[config.mk]
export PLATFORM = sky130hd
export DESIGN_NAME = fft_twiddle_seq
export DESIGN_NICKNAME = d
export VERILOG_FILES = /design/src/rtl/fft_twiddle_seq.sv
export SDC_FILE = /design/constraint.sdc
export NUM_CORES = 1
export LEC_CHECK = 0
export CAP_MARGIN = 40
export CORE_ASPECT_RATIO = 0.7
export CORE_MARGIN = 2
export CORE_UTILIZATION = 50
export DETAILED_ROUTE_END_ITERATION = 10
export PLACE_DENSITY_LB_ADDON = 0.25
export SETUP_SLACK_MARGIN = 0.4
export SLEW_MARGIN = 20
export SYNTH_ARGS = -nofsm -noshare
export SYNTH_HDL_FRONTEND = slang
export SYNTH_SLANG_ARGS = --single-unit
export TNS_END_PERCENT = 30
[constraint.sdc]
create_clock -name i_clk -period 7.05 [get_ports i_clk]
set_input_delay 2.115 -clock i_clk [delete_from_list [all_inputs] [get_ports i_clk]]
set_output_delay 2.115 -clock i_clk [all_outputs]
set_load 0.01 [all_outputs]
[src/rtl/fft_twiddle_seq.sv]
`default_nettype none
// ============================================================================
// Module  : fft_twiddle_seq
// Purpose : Walks a 32-point radix-2 DIT FFT (5 stages x 16 butterflies) and
//           emits, per butterfly, the rounded twiddle W32^k plus operand
//           addresses behind a valid/ready handshake.
//           Address generation is built only with FFT_TWSEQ_ADDR_EN defined.
// Revision: 1.0  initial release
// ============================================================================
module fft_twiddle_seq #(
    parameter int p_inputWidth    = 8,
    parameter int p_PointPosition = 3
) (
    input  logic                           i_clk,
    input  logic                           i_rst,
    input  logic                           i_start,
    input  logic                           i_ready,
    output logic                           o_valid,
    output logic signed [p_inputWidth-1:0] o_Wr,
    output logic signed [p_inputWidth-1:0] o_Wi,
    output logic        [2:0]              o_stage,
    output logic        [3:0]              o_bfly,
    output logic        [3:0]              o_k,
    output logic        [4:0]              o_addrTop,
    output logic        [4:0]              o_addrBot,
    output logic                           o_last,
    output logic                           o_done,
    output logic                           o_busy
);

    typedef enum logic [1:0] {
        S_IDLE = 2'd0,
        S_RUN  = 2'd1,
        S_DONE = 2'd2
    } state_t;

    // Q2.14 table is rescaled to P fraction bits with round-half-up; at P=14
    // there is nothing to round away.
    localparam int          c_SHIFT    = 14 - p_PointPosition;
    localparam int          c_HALF_EXP = (p_PointPosition >= 14) ? 0 : (13 - p_PointPosition);
    localparam logic [16:0] c_HALF     = (p_PointPosition >= 14) ? 17'd0 : (17'd1 << c_HALF_EXP);

    state_t                    r_state_q, w_state_d;
    logic                      r_valid_q, w_valid_d;
    logic [p_inputWidth-1:0]   r_wr_q, w_wr_d;
    logic [p_inputWidth-1:0]   r_wi_q, w_wi_d;
    logic [2:0]                r_stage_q, w_stage_d;
    logic [3:0]                r_bfly_q, w_bfly_d;
    logic [3:0]                r_k_q, w_k_d;
    logic [4:0]                r_addr_top_q, w_addr_top_d;
    logic [4:0]                r_addr_bot_q, w_addr_bot_d;
    logic                      r_last_q, w_last_d;
    logic                      r_done_q, w_done_d;
    logic                      r_busy_q, w_busy_d;

    logic                      w_accept;
    logic [3:0]                w_mask;
    logic [3:0]                w_k;

    function automatic logic [14:0] qcos(input logic [3:0] idx);
        case (idx)
            4'd0:    qcos = 15'd16384;
            4'd1:    qcos = 15'd16069;
            4'd2:    qcos = 15'd15137;
            4'd3:    qcos = 15'd13623;
            4'd4:    qcos = 15'd11585;
            4'd5:    qcos = 15'd9102;
            4'd6:    qcos = 15'd6270;
            4'd7:    qcos = 15'd3196;
            default: qcos = 15'd0;
        endcase
    endfunction

    function automatic logic [p_inputWidth-1:0] mag(input logic [3:0] idx);
        logic [16:0] sum;
        sum = ({2'b00, qcos(idx)} + c_HALF) >> c_SHIFT;
        mag = p_inputWidth'(sum);
    endfunction

    assign w_accept = r_valid_q & i_ready;

    always_comb begin
        w_state_d = r_state_q;
        w_stage_d = r_stage_q;
        w_bfly_d  = r_bfly_q;

        case (r_state_q)
            S_IDLE: begin
                if (i_start) begin
                    w_state_d = S_RUN;
                    w_stage_d = 3'd0;
                    w_bfly_d  = 4'd0;
                end
            end
            S_RUN: begin
                if (w_accept) begin
                    if (r_last_q) begin
                        w_state_d = S_DONE;
                        w_stage_d = 3'd0;
                        w_bfly_d  = 4'd0;
                    end else if (r_bfly_q == 4'd15) begin
                        w_bfly_d  = 4'd0;
                        w_stage_d = r_stage_q + 3'd1;
                    end else begin
                        w_bfly_d  = r_bfly_q + 4'd1;
                    end
                end
            end
            S_DONE:  w_state_d = S_IDLE;
            default: w_state_d = S_IDLE;
        endcase

        w_valid_d = (w_state_d == S_RUN);
        w_busy_d  = w_valid_d;
        w_done_d  = (w_state_d == S_DONE);
        w_last_d  = w_valid_d && (w_stage_d == 3'd4) && (w_bfly_d == 4'd15);

        // Payload is derived from the next counters, so a stalled beat simply
        // recomputes identical values and the outputs hold.
        w_mask = 4'((5'd1 << w_stage_d) - 5'd1);
        w_k    = (w_bfly_d & w_mask) << (3'd4 - w_stage_d);

        if (w_k <= 4'd8) begin
            w_wr_d = mag(w_k);
            w_wi_d = -mag(4'd8 - w_k);
        end else begin
            w_wr_d = -mag(4'(5'd16 - {1'b0, w_k}));
            w_wi_d = -mag(w_k - 4'd8);
        end

`ifdef FFT_TWSEQ_ADDR_EN
        w_addr_top_d = 5'((({1'b0, w_bfly_d} >> w_stage_d) << (w_stage_d + 3'd1))
                          | {1'b0, w_bfly_d & w_mask});
        w_addr_bot_d = w_addr_top_d + 5'(5'd1 << w_stage_d);
`else
        w_addr_top_d = 5'd0;
        w_addr_bot_d = 5'd0;
`endif

        w_k_d = w_k;
        if (!w_valid_d) begin
            w_wr_d       = '0;
            w_wi_d       = '0;
            w_k_d        = 4'd0;
            w_addr_top_d = 5'd0;
            w_addr_bot_d = 5'd0;
        end
    end

    always_ff @(posedge i_clk) begin
        if (i_rst) begin
            r_state_q    <= S_IDLE;
            r_valid_q    <= 1'b0;
            r_wr_q       <= '0;
            r_wi_q       <= '0;
            r_stage_q    <= 3'd0;
            r_bfly_q     <= 4'd0;
            r_k_q        <= 4'd0;
            r_addr_top_q <= 5'd0;
            r_addr_bot_q <= 5'd0;
            r_last_q     <= 1'b0;
            r_done_q     <= 1'b0;
            r_busy_q     <= 1'b0;
        end else begin
            r_state_q    <= w_state_d;
            r_valid_q    <= w_valid_d;
            r_wr_q       <= w_wr_d;
            r_wi_q       <= w_wi_d;
            r_stage_q    <= w_stage_d;
            r_bfly_q     <= w_bfly_d;
            r_k_q        <= w_k_d;
            r_addr_top_q <= w_addr_top_d;
            r_addr_bot_q <= w_addr_bot_d;
            r_last_q     <= w_last_d;
            r_done_q     <= w_done_d;
            r_busy_q     <= w_busy_d;
        end
    end

    assign o_valid   = r_valid_q;
    assign o_Wr      = r_wr_q;
    assign o_Wi      = r_wi_q;
    assign o_stage   = r_stage_q;
    assign o_bfly    = r_bfly_q;
    assign o_k       = r_k_q;
    assign o_addrTop = r_addr_top_q;
    assign o_addrBot = r_addr_bot_q;
    assign o_last    = r_last_q;
    assign o_done    = r_done_q;
    assign o_busy    = r_busy_q;

endmodule
`default_nettype wire

==> flow_summary.toml, run 1 <==
[clock_network]
clock_path_buffers = 2
htreeDepth = 2
cts.clk_slew.worst_paths_ns = 0.07
clkSinkCount = 32
cts_tree = "built"
root_buffer = "clkbuf_8"
clk_latency_ns = 0.29
cts_buffers = 5

[logic_synthesis]
yosysUniqueCellTypes = 82
synth_most_common_cell = "nand2_1"
synth-xor-area-share = 0.0454
syn_avg_cell_area_um2 = 8.10
synth_simple_gate_area_frac = 0.269
synth_mux_area_frac = 0.0297
synth_warnings = 0
seq_area_frac_synth = 0.223
yosys.area.top_type = "dfxtp_1"
synth_compound_area_frac = 0.261
syn_area_mm2 = 0.00287
ys_ff_latch = 32
netlist.area_leader.share = 0.223
yosys.area_share.adder = 0.0916
synthFlopType = "dfxtp_1"
ys_async_sr_fraction = 0
syn_inst = 354
synth-edff-count = 0
synth_area_leaders = "dfxtp_1 22%, ha_1 9.2%, nand2_1 4.7%"
synth_top_family_by_area = "simple AND/OR/NAND/NOR gates"
ys_top_cells_by_count = "36 x nand2_1, 34 x nor2_1, 32 x dfxtp_1"

[worst_setup_path]
rr_worst_depth = 27
r2r_end = "o_Wi[5]$_SDFF_PP0_"
end_kind = "flip-flop"
critPathLaunch = "i_ready"
r2r_slack_ns = 1.68
path_max_fanout = 7
timing.rr.start = "o_bfly[0]$_SDFF_PP0_"
cp-endpoint = "o_Wi[5]$_SDFF_PP0_"
arrival_ns = 6.59
required_ns = 7.19
crit_type = "input port to flip-flop"
worstSetupStartpointType = "input port"

[timing]
tightest_slew_ns = 0.647
hold_viol = 0
fmax_ghz = 0.155
slew_headroom = 0.556
grt_setup_unrepaired = "no"
finalCritPeriodShare = 0.915
timing.final.crit_period_ns = 6.45
setup_viol = 0
skew_ns = 0.0126
report.final.slew_viol_count = 0

[flow_run]
drv_cap = 0

[route]
drcViolationCount = 0
dr.pass1.iters = 5
drtAntennaViolNets = 0
viasPerCell = 6.06
wire_per_inst_um = 18.1
wl_mm = 9.18
drt_iter0_drc = 318
vias = 3066

[finish]
antennaDiodeCount = 0
fillerInstances = 467
syn_to_final_growth_pct = 35.1
drive_gt1_frac = 0.283
utilization = 0.687
nets = 455

[outcome]
status = "complete, no violations"

[grt]
met2_usage = 0.410
grt_pass1_vias = 2704
gr-usage-all-layers = 0.289
grt_use_met1 = 0.451
overflow = 0
grt_start_max_net_pins = 15
grt_pass1_wl_mm = 14.0
busiest_layer = "met1"
met3_usage = 0.0625
antenna_found_initial = 0

[die]
die_w_um = 94.5
pin_count = 45
rows = 23
start_util = 0.508
die-height_um = 67.4
dieArea_mm2 = 0.00637
core_mm2 = 0.00564

[placed_design]
port_buffers = 34
dp_hpwl_mm = 6.76
place.gp.congestion = 0.939

[worst_hold_path]
hold_path_class = "flip-flop to flip-flop"

[pwr]
max-vdd-ir-drop_mv = 0.0587
power.density_mw_per_mm2 = 94.1
power_mw = 0.365
leakage_nw = 1.64
[flip-flops by register name (all words and copies together), names as in the netlist]
| signal | flops |
|---|---|
| o_Wi | 8 |
| o_Wr | 8 |
| o_bfly | 4 |
| o_busy | 1 |
| o_done | 1 |
| o_k | 4 |
| o_last | 1 |
| o_stage | 3 |
| r_state_q | 2 |
[per-stage QoR]
stage,std cells,setup TNS [ns],cell area [um^2],hold WS (ns),setup WS [ns]
finish,506,0,3870,0.673,0.602
global route,506,0,3870,0.702,0.335
CTS,502,0,3720,0.660,0.449
detailed placement,490,-0.585,3560,0.649,-0.239
global placement,490,-0.139,3560,0.640,-0.0705
floorplan,363,0,2990,0.571,0.404
[per-layer routing]
metal,share of wire,vias to the layer above
met5,0,-
met4,0.0077,0
met3,0.12,14
met2,0.41,190
met1,0.46,1434
li1,-,1428
[layout make-up]
class,instances,area (um^2),share of cell area
clock inverters,2,10.0,0.00258
multi-input cells,291,2270,0.587
flip-flops and latches,32,641,0.165
repair buffers,82,706,0.182
clock buffers,6,82.6,0.0213
inverters,18,67.6,0.0174
well taps,75,93.8,0.0242
[cells in the final DEF (no fill, tap or decap), types with 6 or more instances in the layout]
cell / instances
nand3_1: 7
and2_1: 7
nor2_1: 32
dfxtp_1: 32
buf_4: 46
xnor2_1: 10
clkbuf_8: 6
a21oi_1: 21
ha_4: 6
clkdlybuf4s50_1: 32
nand2_1: 31
mux2i_1: 6
nor3_1: 13
ha_1: 13
inv_1: 15
a211oi_1: 6
conb_1: 10
[repair_timing]
item / CTS / global route
hold endpoints to repair: 0 / 0
pin swaps: 6 / 16
resized for setup: 9 / 28
buffers inserted: 4 / 4
endpoints found under the setup margin: 9 / 9
hold buffers: 0 / 0
[critical path: stages]
cell and delay [ns]:
clkbuf_2 0.11, and2_1 0.21, and4_1 0.24, o22ai_4 0.25
buf_6 0.14, inv_2 0.03, ha_1 0.22, nand2_2 0.09
ha_4 0.22, nor3_4 0.21, mux2_4 0.22, nand2_4 0.08
ha_4 0.17, ha_4 0.27, buf_4 0.14, a211oi_2 0.19
ha_2 0.22, a21boi_0 0.08, a31oi_1 0.15, o21ai_1 0.09
a311oi_2 0.29, nand2_1 0.14, or2b_1 0.22, a31oi_4 0.11
o41ai_4 0.29, a31oi_1 0.09
[how the worst min path moves through the flow]
stage                            start                      end  depth (start not counted)
2_1_floorplan  r_state_q[0]$_SDFF_PP0_        o_done$_SDFF_PP0_                          2
3_3_place_gp   r_state_q[0]$_SDFF_PP0_  r_state_q[1]$_SDFF_PP0_                          2
3_5_place_dp   r_state_q[0]$_SDFF_PP0_        o_done$_SDFF_PP0_                          2
4_1_cts        r_state_q[0]$_SDFF_PP0_        o_done$_SDFF_PP0_                          2
5_1_grt        r_state_q[0]$_SDFF_PP0_  r_state_q[1]$_SDFF_PP0_                          2
6_report       r_state_q[0]$_SDFF_PP0_        o_done$_SDFF_PP0_                          2
[report_power, final]
part	total [mW]	internal, mW	switching (mW)
sequential	0.185	0.182	0.00231
clock	0.152	0.0779	0.0740
combinational	0.0282	0.0103	0.0179
[cell families (layout without fill, tap and decap cells)]
| logic type | Yosys count | after routing |
|---|---|---|
| XOR/XNOR | 14 | 14 |
| AO/OA/AOI/OAI | 98 | 98 |
| buffers and inverters | 40 | 108 |
| AND/OR/NAND/NOR | 140 | 140 |
| multiplexers | 8 | 8 |
| other | 1 | 10 |
| flip-flops | 32 | 32 |
| adder cells (fa/ha/maj) | 21 | 21 |
(Power assumes the default switching activity.)
==> run 2: changes to the inputs <==
- CAP_MARGIN: 40 -> default
- SKIP_LAST_GASP: default -> 1
- TNS_END_PERCENT: 30 -> default
==> results of run 2 <==
No change in the layout: final DEF, timing and power equal those of run 1.
==> run 3: changes to the inputs <==
- clock period: 7.05 -> 5.5 ns (I/O delays scaled with it)
==> run 3 against run 2 <==
  * The flow now finishes with violations (setup timing)
  * Wire length is 42% higher
  * Count of clock-buffer cells in the layout stayed put
  * Non-clock buffer count is 77 higher
  * Flip-flop and latch count stayed put
  * Critical path depth is 2 higher
  * Via count is 22% higher
  * Clock power is 31% higher
  * Setup slack worse by 1.2 ns
  * Sequential share of layout area is 3.1 points lower
  * Worst hold slack better by 0.052 ns
  * First-iteration DRC count is 40% higher
==> flow_summary.toml, run 3 (synthesis results as in run 1) <==
[worst_setup_path]
timing.rr.start = "o_bfly[0]$_SDFF_PP0_"
arrival_ns = 6.30
end_kind = "flip-flop"
worstSetupStartpointType = "input port"
crit_type = "input port to flip-flop"
path_max_fanout = 7
required_ns = 5.68
critPathLaunch = "i_ready"

[die]
die-height_um = 67.4
rows = 23
start_util = 0.508
core_mm2 = 0.00564
pin_count = 45
dieArea_mm2 = 0.00637
die_w_um = 94.5

[clock_network]
root_buffer = "clkbuf_8"
clkSinkCount = 32
cts_buffers = 5
htreeDepth = 2
clk_latency_ns = 0.30
cts_tree = "built"
cts.clk_slew.worst_paths_ns = 0.08
clock_path_buffers = 2
cts_hold_buf = 0

[route]
wire_per_inst_um = 22.4
wl_mm = 13.1
wirelength_met1_mm = 5.02
drt_iter0_drc = 445
drcViolationCount = 0
dr.pass1.iters = 5
vias = 3752
met3_wirelength_mm = 1.58
top_layer = "met5"
viasPerCell = 6.44
drtAntennaViolNets = 0
wl_met2_mm = 5.61

[finish]
syn_to_final_growth_pct = 66.2
antennaDiodeCount = 0
multi_input_area_mm2 = 0.00255
final_cell_mix = "117 x buf_4, 32 x clkdlybuf4s50_1, 32 x dfxtp_1"
final_area_mm2 = 0.00477
drive_gt1_frac = 0.457
nets = 532
regArea_um2 = 641
final_common_cell = "buf_4"
fillerInstances = 292

[worst_hold_path]
hold_path_class = "flip-flop to flip-flop"
min-delay-start = "o_bfly[3]$_SDFF_PP0_"

[placed_design]
place.gp.congestion = 0.949
port_buffers = 34
dp_hpwl_mm = 7.56
placed_area_mm2 = 0.00414
place_ws_ns = -1.21

[timing]
tns_ns = -4.26
skew_ns = 0.00583
fmax_ghz = 0.163
finalCritPeriodShare = 1.11
timing.hold.ws_ns = 0.726
setup_viol = 12
report.final.slew_viol_count = 0
setup_slack_ns = -0.621
hold_viol = 0
grt_setup_unrepaired = "yes"
timing.final.crit_period_ns = 6.12

[grt]
antenna_found_initial = 0
grt_pass1_wl_mm = 17.4
overflow = 0
gr-usage-all-layers = 0.364
grt_start_max_net_pins = 15
grt_pass1_vias = 3381

[outcome]
violations = "setup timing"
status = "finished with violations"

[pwr]
p_seq_frac = 0.487
max-vdd-ir-drop_mv = 0.0925
swShare = 0.271
power.density_mw_per_mm2 = 102
leakage_nw = 2.03
cell_internal_pwr_mw = 0.355
clockPowerShare = 0.408
p_comb_frac = 0.105
switchingPower_mw = 0.132

[flow_run]
drv_cap = 0
==> run 3: what timing repair did <==
action	4_1_cts	5_1_grt
hold endpoints to repair	0	0
pin swaps	26	25
endpoints found under the setup margin	16	16
gates cloned	0	0
resized for setup	47	34
buffers inserted	17	4
==> run 3: final timing paths <==
path                     endpoint  slack, ns  depth (start not counted)
max            o_Wi[3]$_SDFF_PP0_      -0.62                         28
min reg2reg  o_bfly[3]$_SDFF_PP0_       0.73                          2
max reg2reg    o_Wi[3]$_SDFF_PP0_      -0.28                         28
min          o_bfly[3]$_SDFF_PP0_       0.73                          2
==> run 3: power by group through the flow <==
stage	Combinational (mW)	Clock [mW]	Sequential [mW]
after floorplan	0.0259	0	0.242
after global routing	0.0536	0.208	0.237
final	0.0509	0.199	0.237
after detailed placement	0.0418	0	0.242
after CTS	0.0460	0.196	0.237
after global placement	0.0411	0	0.242
==> run 3: per-stage QoR <==
stage,power (mW),utilization,cells
after floorplan,0.268,-,363
after detailed placement,0.284,0.734,554
after global placement,0.283,0.734,554
final,0.487,0.845,583
after global routing,0.499,0.845,583
after CTS,0.478,0.807,579
==> run 3: area by class of cell <==
type / instances / area share
Inverter: 18 / 0.0147
Sequential cell: 32 / 0.134
Clock buffer: 6 / 0.0173
Multi-Input combinational cell: 291 / 0.536
Tap cell: 75 / 0.0197
Clock inverter: 2 / 0.00210
Timing Repair Buffer: 159 / 0.276
==> run 3: critical path: stages <==
cell	delay [ns]
buf_8	0.09
nand2_4	0.06
o31ai_2	0.28
a2bb2oi_2	0.11
o22ai_4	0.21
inv_2	0.09
ha_4	0.18
ha_4	0.27
nor2b_4	0.20
nand3_4	0.10
a2bb2oi_4	0.18
nor2_4	0.17
inv_4	0.06
ha_4	0.17
ha_4	0.34
a21oi_4	0.06
a211oi_4	0.32
ha_4	0.22
a21boi_2	0.05
a31oi_1	0.13
o21ai_1	0.09
a311oi_2	0.32
buf_4	0.21
nand2b_4	0.07
o22ai_2	0.10
a21oi_1	0.11
o211ai_1	0.29
o31ai_1	0.13
==> run 3: routing by layer <==
metal / global-route usage / up-vias
li1: - / 1582
met1: 0.511 / 1755
met2: 0.554 / 313
met3: 0.0815 / 100
met4: 0.127 / 2
met5: 0 / -
